===== config.mk =====
export PLATFORM = sky130hd
export DESIGN_NAME = multicycle_control_unit_flat
export DESIGN_NICKNAME = d
export VERILOG_FILES = /design/src/rtl/multicycle_control_unit_if.sv /design/src/rtl/multicycle_control_unit.sv /design/src/flat_wrapper.sv
export SDC_FILE = /design/constraint.sdc
export NUM_CORES = 1
export LEC_CHECK = 0
export CAP_MARGIN = 20
export CORE_MARGIN = 2
export CORE_UTILIZATION = 42
export DETAILED_ROUTE_END_ITERATION = 10
export HOLD_SLACK_MARGIN = 0.1
export PLACE_DENSITY = 0.86
export SYNTH_ARGS = -nofsm -noshare
export SYNTH_HDL_FRONTEND = slang
export SYNTH_SLANG_ARGS = --single-unit

===== constraint.sdc =====
create_clock -name i_Clk -period 2.08 [get_ports i_Clk]
set_clock_uncertainty 0.2 [all_clocks]
set_input_delay 0.52 -clock i_Clk [delete_from_list [all_inputs] [get_ports i_Clk]]
set_output_delay 0.52 -clock i_Clk [all_outputs]
set_load 0.1 [all_outputs]

===== src/rtl/multicycle_control_unit_if.sv =====
// Bus between the multi-cycle control unit and the datapath: instruction fields,
// ALU flags and memory ready go in, control selects and enables come back out.
interface multicycle_control_unit_if;
    logic [6:0] i_OpCode;
    logic [2:0] i_funct3;
    logic       i_funct7_5;
    logic       i_Zero;
    logic       i_Negative;
    logic       i_Carry;
    logic       i_Overflow;
    // Memory handshake: the access issued by FETCH/MEMREAD/MEMWRITE completes
    // in a cycle where i_MemReady=1. The address, strobe and state are held
    // unchanged until that cycle.
    logic       i_MemReady;

    logic       o_PCWrite;
    logic       o_AdrSrc;
    logic       o_MemWrite;
    logic       o_IRWrite;
    logic [1:0] o_ResultSrc;
    logic [1:0] o_ALUSrcA;
    logic [1:0] o_ALUSrcB;
    logic [2:0] o_ImmSrc;
    logic       o_RegWrite;
    logic [3:0] o_ALUControl;
    logic       o_Illegal;
    logic [3:0] o_State;

    modport master (
        output i_OpCode, i_funct3, i_funct7_5, i_Zero, i_Negative, i_Carry,
               i_Overflow, i_MemReady,
        input  o_PCWrite, o_AdrSrc, o_MemWrite, o_IRWrite, o_ResultSrc, o_ALUSrcA,
               o_ALUSrcB, o_ImmSrc, o_RegWrite, o_ALUControl, o_Illegal, o_State
    );

    modport slave (
        input  i_OpCode, i_funct3, i_funct7_5, i_Zero, i_Negative, i_Carry,
               i_Overflow, i_MemReady,
        output o_PCWrite, o_AdrSrc, o_MemWrite, o_IRWrite, o_ResultSrc, o_ALUSrcA,
               o_ALUSrcB, o_ImmSrc, o_RegWrite, o_ALUControl, o_Illegal, o_State
    );
endinterface


===== src/rtl/multicycle_control_unit.sv =====
// Multi-cycle RV32I control FSM: sequences fetch/decode/execute/memory/writeback
// with registered Moore selects and Mealy PC/IR write enables and illegal flag.
module multicycle_control_unit #(
    parameter bit EXT_BRANCH    = 1'b1,
    parameter bit MEM_HANDSHAKE = 1'b1
) (
    input logic i_Clk,
    input logic i_Rst_n,
    multicycle_control_unit_if.slave bus
);
    typedef enum logic [3:0] {
        FETCH    = 4'd0,
        DECODE   = 4'd1,
        MEMADR   = 4'd2,
        MEMREAD  = 4'd3,
        MEMWB    = 4'd4,
        MEMWRITE = 4'd5,
        EXECR    = 4'd6,
        EXECI    = 4'd7,
        ALUWB    = 4'd8,
        BRANCH   = 4'd9,
        JAL      = 4'd10,
        JALR1    = 4'd11,
        JALR2    = 4'd12,
        LUI      = 4'd13
    } state_t;

    typedef struct packed {
        logic       adr_src;
        logic       mem_write;
        logic [1:0] result_src;
        logic [1:0] src_a;
        logic [1:0] src_b;
        logic       reg_write;
        logic [3:0] alu_control;
    } ctrl_t;

    localparam logic [6:0] OP_LOAD   = 7'b0000011;
    localparam logic [6:0] OP_STORE  = 7'b0100011;
    localparam logic [6:0] OP_REG    = 7'b0110011;
    localparam logic [6:0] OP_IMM    = 7'b0010011;
    localparam logic [6:0] OP_BRANCH = 7'b1100011;
    localparam logic [6:0] OP_JAL    = 7'b1101111;
    localparam logic [6:0] OP_JALR   = 7'b1100111;
    localparam logic [6:0] OP_LUI    = 7'b0110111;

    localparam logic [3:0] ALU_ADD = 4'b0000;
    localparam logic [3:0] ALU_SUB = 4'b0001;

    localparam ctrl_t FETCH_CTRL = '{adr_src: 1'b0, mem_write: 1'b0, result_src: 2'b10,
                                     src_a: 2'b00, src_b: 2'b10, reg_write: 1'b0,
                                     alu_control: ALU_ADD};

    state_t state;
    state_t next_state;
    state_t dec_next;
    ctrl_t  ctrl;
    logic   ready;
    logic   dec_illegal;
    logic   branch_ok;
    logic   taken;

    function automatic logic [3:0] alu_decode(input logic [2:0] f3, input logic f7_5,
                                              input logic rtype);
        logic [3:0] fn;
        case (f3)
            3'b000:  fn = (rtype && f7_5) ? ALU_SUB : ALU_ADD;
            3'b001:  fn = 4'b0111;
            3'b010:  fn = 4'b0101;
            3'b011:  fn = 4'b0110;
            3'b100:  fn = 4'b0100;
            3'b101:  fn = f7_5 ? 4'b1001 : 4'b1000;
            3'b110:  fn = 4'b0011;
            default: fn = 4'b0010;
        endcase
        return fn;
    endfunction

    function automatic ctrl_t state_ctrl(input state_t s, input logic [3:0] alu_fn);
        ctrl_t c;
        c = '0;
        case (s)
            FETCH:    c = FETCH_CTRL;
            DECODE:   begin c.src_a = 2'b01; c.src_b = 2'b01; end
            MEMADR:   begin c.src_a = 2'b10; c.src_b = 2'b01; end
            MEMREAD:  c.adr_src = 1'b1;
            MEMWB:    begin c.result_src = 2'b01; c.reg_write = 1'b1; end
            MEMWRITE: begin c.adr_src = 1'b1; c.mem_write = 1'b1; end
            EXECR:    begin c.src_a = 2'b10; c.alu_control = alu_fn; end
            EXECI:    begin c.src_a = 2'b10; c.src_b = 2'b01; c.alu_control = alu_fn; end
            ALUWB:    c.reg_write = 1'b1;
            BRANCH:   begin c.src_a = 2'b10; c.alu_control = ALU_SUB; end
            JAL:      begin c.src_a = 2'b01; c.src_b = 2'b10; end
            JALR1:    begin c.src_a = 2'b10; c.src_b = 2'b01; end
            JALR2:    begin c.src_a = 2'b01; c.src_b = 2'b10; end
            LUI:      begin c.src_a = 2'b11; c.src_b = 2'b01; end
            default:  c = FETCH_CTRL;
        endcase
        return c;
    endfunction

    assign ready     = MEM_HANDSHAKE ? bus.i_MemReady : 1'b1;
    // Encodings 010/011 are not RV32I branches; the reduced build only has beq.
    assign branch_ok = EXT_BRANCH ? (bus.i_funct3[2:1] != 2'b01) : (bus.i_funct3 == 3'b000);

    always_comb begin
        dec_next    = FETCH;
        dec_illegal = 1'b0;
        case (bus.i_OpCode)
            OP_LOAD, OP_STORE: dec_next = MEMADR;
            OP_REG:            dec_next = EXECR;
            OP_IMM:            dec_next = EXECI;
            OP_BRANCH:         if (branch_ok) dec_next = BRANCH; else dec_illegal = 1'b1;
            OP_JAL:            dec_next = JAL;
            OP_JALR:           if (bus.i_funct3 == 3'b000) dec_next = JALR1; else dec_illegal = 1'b1;
            OP_LUI:            dec_next = LUI;
            default:           dec_illegal = 1'b1;
        endcase
    end

    always_comb begin
        case (bus.i_funct3)
            3'b000:  taken = bus.i_Zero;
            3'b001:  taken = !bus.i_Zero;
            3'b100:  taken = bus.i_Negative ^ bus.i_Overflow;
            3'b101:  taken = !(bus.i_Negative ^ bus.i_Overflow);
            3'b110:  taken = !bus.i_Carry;
            3'b111:  taken = bus.i_Carry;
            default: taken = 1'b0;
        endcase
    end

    always_comb begin
        next_state = FETCH;
        case (state)
            FETCH:    next_state = ready ? DECODE : FETCH;
            DECODE:   next_state = dec_next;
            MEMADR:   next_state = (bus.i_OpCode == OP_STORE) ? MEMWRITE : MEMREAD;
            MEMREAD:  next_state = ready ? MEMWB : MEMREAD;
            MEMWRITE: next_state = ready ? FETCH : MEMWRITE;
            EXECR, EXECI, JAL, JALR2, LUI: next_state = ALUWB;
            JALR1:    next_state = JALR2;
            default:  next_state = FETCH;
        endcase
    end

    // Moore selects are registered alongside the state, computed from the state being entered.
    always_ff @(posedge i_Clk or negedge i_Rst_n) begin
        if (!i_Rst_n) begin
            state <= FETCH;
            ctrl  <= FETCH_CTRL;
        end else begin
            state <= next_state;
            ctrl  <= state_ctrl(next_state,
                                alu_decode(bus.i_funct3, bus.i_funct7_5, next_state == EXECR));
        end
    end

    always_comb begin
        case (bus.i_OpCode)
            OP_STORE:  bus.o_ImmSrc = 3'b001;
            OP_BRANCH: bus.o_ImmSrc = 3'b010;
            OP_JAL:    bus.o_ImmSrc = 3'b011;
            OP_LUI:    bus.o_ImmSrc = 3'b100;
            default:   bus.o_ImmSrc = 3'b000;
        endcase
    end

    assign bus.o_PCWrite    = i_Rst_n && ((state == FETCH && ready) || (state == BRANCH && taken)
                                          || state == JAL || state == JALR2);
    assign bus.o_IRWrite    = i_Rst_n && state == FETCH && ready;
    assign bus.o_Illegal    = i_Rst_n && state == DECODE && dec_illegal;
    assign bus.o_AdrSrc     = ctrl.adr_src;
    assign bus.o_MemWrite   = ctrl.mem_write;
    assign bus.o_ResultSrc  = ctrl.result_src;
    assign bus.o_ALUSrcA    = ctrl.src_a;
    assign bus.o_ALUSrcB    = ctrl.src_b;
    assign bus.o_RegWrite   = ctrl.reg_write;
    assign bus.o_ALUControl = ctrl.alu_control;
    assign bus.o_State      = state;
endmodule


===== src/flat_wrapper.sv =====
// flat-port wrapper written by rule: the top's interface ports become plain ports
module multicycle_control_unit_flat 
#(
    parameter bit EXT_BRANCH    = 1'b1,
    parameter bit MEM_HANDSHAKE = 1'b1
)
  (i_Clk, i_Rst_n, bus_i_OpCode, bus_i_funct3, bus_i_funct7_5, bus_i_Zero, bus_i_Negative, bus_i_Carry, bus_i_Overflow, bus_i_MemReady, bus_o_PCWrite, bus_o_AdrSrc, bus_o_MemWrite, bus_o_IRWrite, bus_o_ResultSrc, bus_o_ALUSrcA, bus_o_ALUSrcB, bus_o_ImmSrc, bus_o_RegWrite, bus_o_ALUControl, bus_o_Illegal, bus_o_State);
  multicycle_control_unit_if bus_i ();
  input logic i_Clk;
  input logic i_Rst_n;
  input wire logic [$bits(bus_i.i_OpCode)-1:0] bus_i_OpCode;
  input wire logic [$bits(bus_i.i_funct3)-1:0] bus_i_funct3;
  input wire logic [$bits(bus_i.i_funct7_5)-1:0] bus_i_funct7_5;
  input wire logic [$bits(bus_i.i_Zero)-1:0] bus_i_Zero;
  input wire logic [$bits(bus_i.i_Negative)-1:0] bus_i_Negative;
  input wire logic [$bits(bus_i.i_Carry)-1:0] bus_i_Carry;
  input wire logic [$bits(bus_i.i_Overflow)-1:0] bus_i_Overflow;
  input wire logic [$bits(bus_i.i_MemReady)-1:0] bus_i_MemReady;
  output wire logic [$bits(bus_i.o_PCWrite)-1:0] bus_o_PCWrite;
  output wire logic [$bits(bus_i.o_AdrSrc)-1:0] bus_o_AdrSrc;
  output wire logic [$bits(bus_i.o_MemWrite)-1:0] bus_o_MemWrite;
  output wire logic [$bits(bus_i.o_IRWrite)-1:0] bus_o_IRWrite;
  output wire logic [$bits(bus_i.o_ResultSrc)-1:0] bus_o_ResultSrc;
  output wire logic [$bits(bus_i.o_ALUSrcA)-1:0] bus_o_ALUSrcA;
  output wire logic [$bits(bus_i.o_ALUSrcB)-1:0] bus_o_ALUSrcB;
  output wire logic [$bits(bus_i.o_ImmSrc)-1:0] bus_o_ImmSrc;
  output wire logic [$bits(bus_i.o_RegWrite)-1:0] bus_o_RegWrite;
  output wire logic [$bits(bus_i.o_ALUControl)-1:0] bus_o_ALUControl;
  output wire logic [$bits(bus_i.o_Illegal)-1:0] bus_o_Illegal;
  output wire logic [$bits(bus_i.o_State)-1:0] bus_o_State;
  assign bus_i.i_OpCode = bus_i_OpCode;
  assign bus_i.i_funct3 = bus_i_funct3;
  assign bus_i.i_funct7_5 = bus_i_funct7_5;
  assign bus_i.i_Zero = bus_i_Zero;
  assign bus_i.i_Negative = bus_i_Negative;
  assign bus_i.i_Carry = bus_i_Carry;
  assign bus_i.i_Overflow = bus_i_Overflow;
  assign bus_i.i_MemReady = bus_i_MemReady;
  assign bus_o_PCWrite = bus_i.o_PCWrite;
  assign bus_o_AdrSrc = bus_i.o_AdrSrc;
  assign bus_o_MemWrite = bus_i.o_MemWrite;
  assign bus_o_IRWrite = bus_i.o_IRWrite;
  assign bus_o_ResultSrc = bus_i.o_ResultSrc;
  assign bus_o_ALUSrcA = bus_i.o_ALUSrcA;
  assign bus_o_ALUSrcB = bus_i.o_ALUSrcB;
  assign bus_o_ImmSrc = bus_i.o_ImmSrc;
  assign bus_o_RegWrite = bus_i.o_RegWrite;
  assign bus_o_ALUControl = bus_i.o_ALUControl;
  assign bus_o_Illegal = bus_i.o_Illegal;
  assign bus_o_State = bus_i.o_State;
  multicycle_control_unit #(.EXT_BRANCH(EXT_BRANCH), .MEM_HANDSHAKE(MEM_HANDSHAKE)) u_core (.i_Clk(i_Clk), .i_Rst_n(i_Rst_n), .bus(bus_i));
endmodule

# After elaboration in Yosys (flattened, before gate mapping)
# Index checks and enable logic that the tools add are counted.
[word_totals]
ff_bits = 17
[op_classes]
muxes = 23
n_eq_ne = 40
bitwise = 1
n_reduce_logical = 27
[op_table]
columns = ["op", "n"]
rows = [
  ["$pmux 4 s7", 3],
  ["$eq 4x4->1 const B", 11],
  ["$eq 4x3->1 const B", 7],
  ["$eq 7x6->1 const B", 3],
  ["$eq 7x7->1 const B", 3],
  ["$eq 4x2->1 const B", 4],
  ["$reduce_or 5->1", 3],
  ["$eq 3x3->1 const B", 4],
  ["$pmux 3 s4", 1],
  ["$reduce_or 12->1", 1],
  ["$reduce_or 6->1", 2],
  ["$mux 3", 3],
  ["$eq 4x1->1 const B", 2],
  ["$logic_and 1x1->1", 8],
  ["$mux 1", 8],
  ["$mux 4", 2],
  ["$pmux 2 s2", 2],
  ["$pmux 4 s2", 1],
  ["$reduce_or 2->1", 4],
  ["$eq 7x2->1 const B", 1],
  ["$eq 7x5->1 const B", 1],
  ["$eq 3x2->1 const B", 2],
  ["$pmux 1 s6", 1],
  ["$pmux 2 s3", 1],
  ["other kinds (9)", 13],
]

# Depth between registers and ports, before layout
[depth]
word_depth = 9
mapped_depth = 9

# Worst setup path before layout
# OpenSTA, ideal clock, no wires.
[synth_path]
path_kind = "in2out"
start = "in bus_i_OpCode[6]"
end = "out bus_o_ImmSrc[2]"
path_stages = 3
arrival_ns = 3.129
required_ns = 1.360
setup_slack_ns = -1.769
n_path_buf = 1
path_cell_list = "clkbuf_1 > or3b_1 > nor3_1"
[synth_via]
elab_chain_len = 2
elab_cells_between_ends = 5
cone_classes = "eq/ne: 4; mux: 1"
[synth_lines]
columns = ["element", "line_no", "text"]
rows = [
  ["start, declared", "flat_wrapper.sv:11", "input wire logic [$bits(bus_i.i_OpCode)-1:0] bus_i_OpCode;"],
  ["$eq 7x6->1 / $eq 7x7->1 (equally long branches)", "multicycle_control_unit.sv:160", "case (bus.i_OpCode)"],
  ["$pmux 3 s4 (*)", "multicycle_control_unit.sv:160", ""],
  ["end, declared", "flat_wrapper.sv:26", "output wire logic [$bits(bus_i.o_ImmSrc)-1:0] bus_o_ImmSrc;"],
]
# Mark *: on every way between the ends. The rest lies on a longest branch, timed or not.

# Worst setup path in the final report
[layout_path]
start = "reg u_core.state[3], in the netlist u_core.bus.o_State[3]"
end = "out bus_o_PCWrite"
[layout_via]
elab_chain_len = 6
elab_cells_between_ends = 10
cone_classes = "eq/ne: 3; reduce/logical: 7"
[layout_lines]
columns = ["element", "line_no", "text"]
rows = [
  ["start, declared", "multicycle_control_unit.sv:54", "state_t state;"],
  ["start signal, assigned", "multicycle_control_unit.sv:153", "state <= next_state;"],
  ["$eq 4x4->1 / $logic_not 4->1 (equally long branches)", "multicycle_control_unit.sv:169", "assign bus.o_PCWrite = i_Rst_n && ((state == FETCH && ready) || (state == BRANCH && taken)"],
  ["$logic_and 1x1->1", "multicycle_control_unit.sv:169", ""],
  ["$logic_or 1x1->1", "multicycle_control_unit.sv:169", ""],
  ["$logic_or 1x1->1", "multicycle_control_unit.sv:170", "|| state == JAL || state == JALR2);"],
  ["$logic_or 1x1->1 (*)", "multicycle_control_unit.sv:170", ""],
  ["$logic_and 1x1->1 (*)", "multicycle_control_unit.sv:169", ""],
  ["end, declared", "flat_wrapper.sv:19", "output wire logic [$bits(bus_i.o_PCWrite)-1:0] bus_o_PCWrite;"],
]
# Marked as above.

==> reports/metrics.yaml <==
antenna_cells: 0
postRouteAntennaNets: 0
rsz0062_at_grt: "yes"
chipWidth_microns: 59.3
finalNetCount: 268
cts_buffers: 3
routed_wl_microns: 6380
path_delay_family: "simple AND/OR/NAND/NOR gates"
cts-root-buf: "clkbuf_4"
die_h_microns: 59.3
period_minus_slack_ns: 2.55
fmax_ghz: 0.393
layout.cells.non_filler: 282
ir_worst_vdd_mv: 0.628
finalSetupTns_ns: -5.61
critPathMaxStageDelay_ns: 0.47
cp_common_cell: "buf_12"
areaGrowthSynthToFinish_pct: 111
clockBufferDepth: 2
critPathKind: "reg -> out"
drv_slew: 0
crit_path_cell_trace: "buf_12 -> buf_4 -> nand2b_4 -> nor3b_1 -> a21oi_2 -> nor2b_4 -> buf_12"
status: "finished, violations left"
antenna_found_initial: 0
crit_path_start_kind: "flip-flop"
grtUsageTotal_pct: 32.8
clock_sinks: 17
synthCells: 153
vias_per_cell: 6.27
ys_ff_latch: 17
routedWlPerCell_microns: 22.6
layout-drive-gt1-share_pct: 59.8
synth_top_area_share_pct: 29.2
clock_latency_ns: 0.29
fillers: 103
slew_headroom_pct: 66.2
hp-class: "in -> async"
crit_buf_inv: 3
yosys_most_used_dff: "dfrtp_1"
ys_seq_area_share_pct: 33.3
cp_slowest_cell: "dfrtp_4"
power_density_mw_per_mm2: 802
final_area_sq_mm: 0.00271
synth_common_cells: "nor2_1, dfrtp_1, nand2_1"
setup_viol: 20
fin_crit_sh_pct: 122
violations: "setup timing"
place_area_sq_mm: 0.00236
max-cap-violations: 0
leakage_uw: 0.00119
switching_share_pct: 49.5
dp.cells: 256
pwr-share-seq_pct: 21.5
drtIter0Drc: 101
power_frac_comb_pct: 70.0
cts_tree: "yes"
row_count: 20
ys.warnings.count: 0
grt_overflow: 0
yosysMostFrequentCell: "nor2_1"
clk_pin_slew_ns: 0.11
drc_errors: 0
syn_area_per_cell_sq_um: 8.39
synth_top_cell_by_area: "dfrtp_1"
grt_pass1_vias: 1738
worst_slack_ns: -0.467
ys_types: 48
place_hpwl_microns: 3490
synth_edf_count: 0
synth.cell_area_sq_mm: 0.00128
crit_arrival_ns: 1.83
grt_pass1_wl_microns: 8630
htreeDepth: 1
setup.worst_path.start: "u_core.bus.o_State[3]"
initial_core_util_pct: 43.1
dr.pass1.iters: 7
internal_power_uw: 1100
crit_fanout: 5
synth.area.top_cells: "dfrtp_1, nor2_1, nand2b_1"
cp-end-kind: "primary output"
pre_cts_ws_ns: -0.979
io_buffers: 40
required_ns: 1.36
tightestPinTransition_ns: 0.500
syn_nets: 171
final_util_pct: 91.1
synthArstFlopShare_pct: 100
p_switching_uw: 1080
grt_max_degree: 17
placeableCoreArea_sq_mm: 0.00298
p_clk_share_pct: 8.5
dieArea_sq_mm: 0.00351
hold_viol_final: 0
gp_congestion: 0.910
dr_total_vias: 1769
pin_count: 41
reg2reg_from: "u_core.bus.o_State[2]"
==> kinds of logic after synthesis <==
family / after synthesis / synth area share [%]
AO/OA/AOI/OAI: 35 / 20.9
XOR/XNOR: 7 / 4.78
buffers and inverters: 19 / 7.11
flip-flops: 17 / 33.3
multiplexers: 2 / 1.56
AND/OR/NAND/NOR: 73 / 32.4
==> metal layers <==
layer	routed length, microns	global-route usage [%]
met1	2170	37.1
met4	549	19.8
met3	569	8.73
met5	0	0
met2	3080	54.8
==> flip-flops by register name, summed over array words and instances, names as in the netlist <==
register,count
u_core.bus.o_ALUControl,4
u_core.bus.o_State,4
u_core.bus.o_ALUSrcA,2
u_core.bus.o_ALUSrcB,2
u_core.bus.o_ResultSrc,2
u_core.bus.o_AdrSrc,1
u_core.bus.o_MemWrite,1
u_core.bus.o_RegWrite,1
==> worst register-to-register path, stage by stage (launching register included) <==
cell,delay [ns]
dfrtp_4,0.54
buf_4,0.18
nand2b_1,0.22
a21oi_2,0.26
nor2_1,0.10
o22ai_1,0.18
buf_4,0.20
nor2b_2,0.20
mux2i_1,0.12
a211oi_2,0.25
==> area by class of cell <==
| class | count | area, sq um | share of cell area, % |
|---|---|---|---|
| clock inverter | 1 | 5.00 | 0.185 |
| sequential | 17 | 443 | 16.3 |
| inverter | 5 | 18.8 | 0.692 |
| timing repair buffer | 106 | 1190 | 43.7 |
| multi-input combinational | 117 | 996 | 36.7 |
| tap | 33 | 41.3 | 1.52 |
| clock buffer | 3 | 22.5 | 0.830 |
==> stage by stage <==
stage                     hold WS, ns  power, uW
final                           0.214       2180
after global routing            0.176       2230
after CTS                       0.174       2050
after detailed placement        0.463       1790
after global placement          0.427       1750
after floorplan                0.0244       1280
==> repair_timing <==
item / CTS / global route
setup buffers: 14 / 9
endpoints found under the hold margin: 0 / 0
resized for setup: 79 / 19
pin swaps: 21 / 9
hold buffers: 0 / 0
endpoints found under the setup margin: 21 / 19
==> cells in the final DEF (no fill, tap or decap), types with 2 or more instances in the layout <==
cell type,Yosys,routed
nand2_2,0,2
clkbuf_4,0,3
nor2b_4,0,2
xnor2_2,0,2
a21oi_4,0,2
clkdlybuf4s50_1,0,2
buf_8,0,2
o22ai_1,3,2
inv_2,0,2
mux2i_1,2,2
buf_12,0,24
nand4b_1,2,2
dlygate4sd2_1,0,4
xor2_1,4,4
a21oi_2,0,4
nor2_4,0,4
nor2_1,18,14
buf_6,2,19
nand2_1,15,12
nor2b_1,6,4
inv_1,5,3
dfrtp_1,15,11
nor3_4,0,2
dfrtp_4,0,4
buf_4,0,48
nand2b_1,10,9
o21ai_0,7,5
nand3b_1,3,3
or3_4,2,2
buf_2,3,5
dfstp_2,2,2
==> power by group through the flow <==
stage / combinational, uW / clock (uW) / sequential, uW
after detailed placement: 1320 / 0 / 473
after global placement: 1280 / 0 / 471
after CTS: 1410 / 174 / 466
after global routing: 1560 / 198 / 472
final: 1520 / 185 / 469
after floorplan: 424 / 0 / 851
==> worst paths after layout <==
check	depth (start not counted)	endpoint	slack, ns
max reg2reg	9	u_core.bus.o_ALUSrcB[1]	-0.43
min	2	u_core.bus.o_ALUControl[2]	0.21
max in group asynchronous	2	u_core.bus.o_ALUSrcB[1]	1.13
max	7	bus_o_PCWrite	-0.47
min in group i_Clk	2	u_core.bus.o_ResultSrc[0]	0.50
min reg2reg	2	u_core.bus.o_ResultSrc[0]	0.50
(Power assumes the default switching activity.)
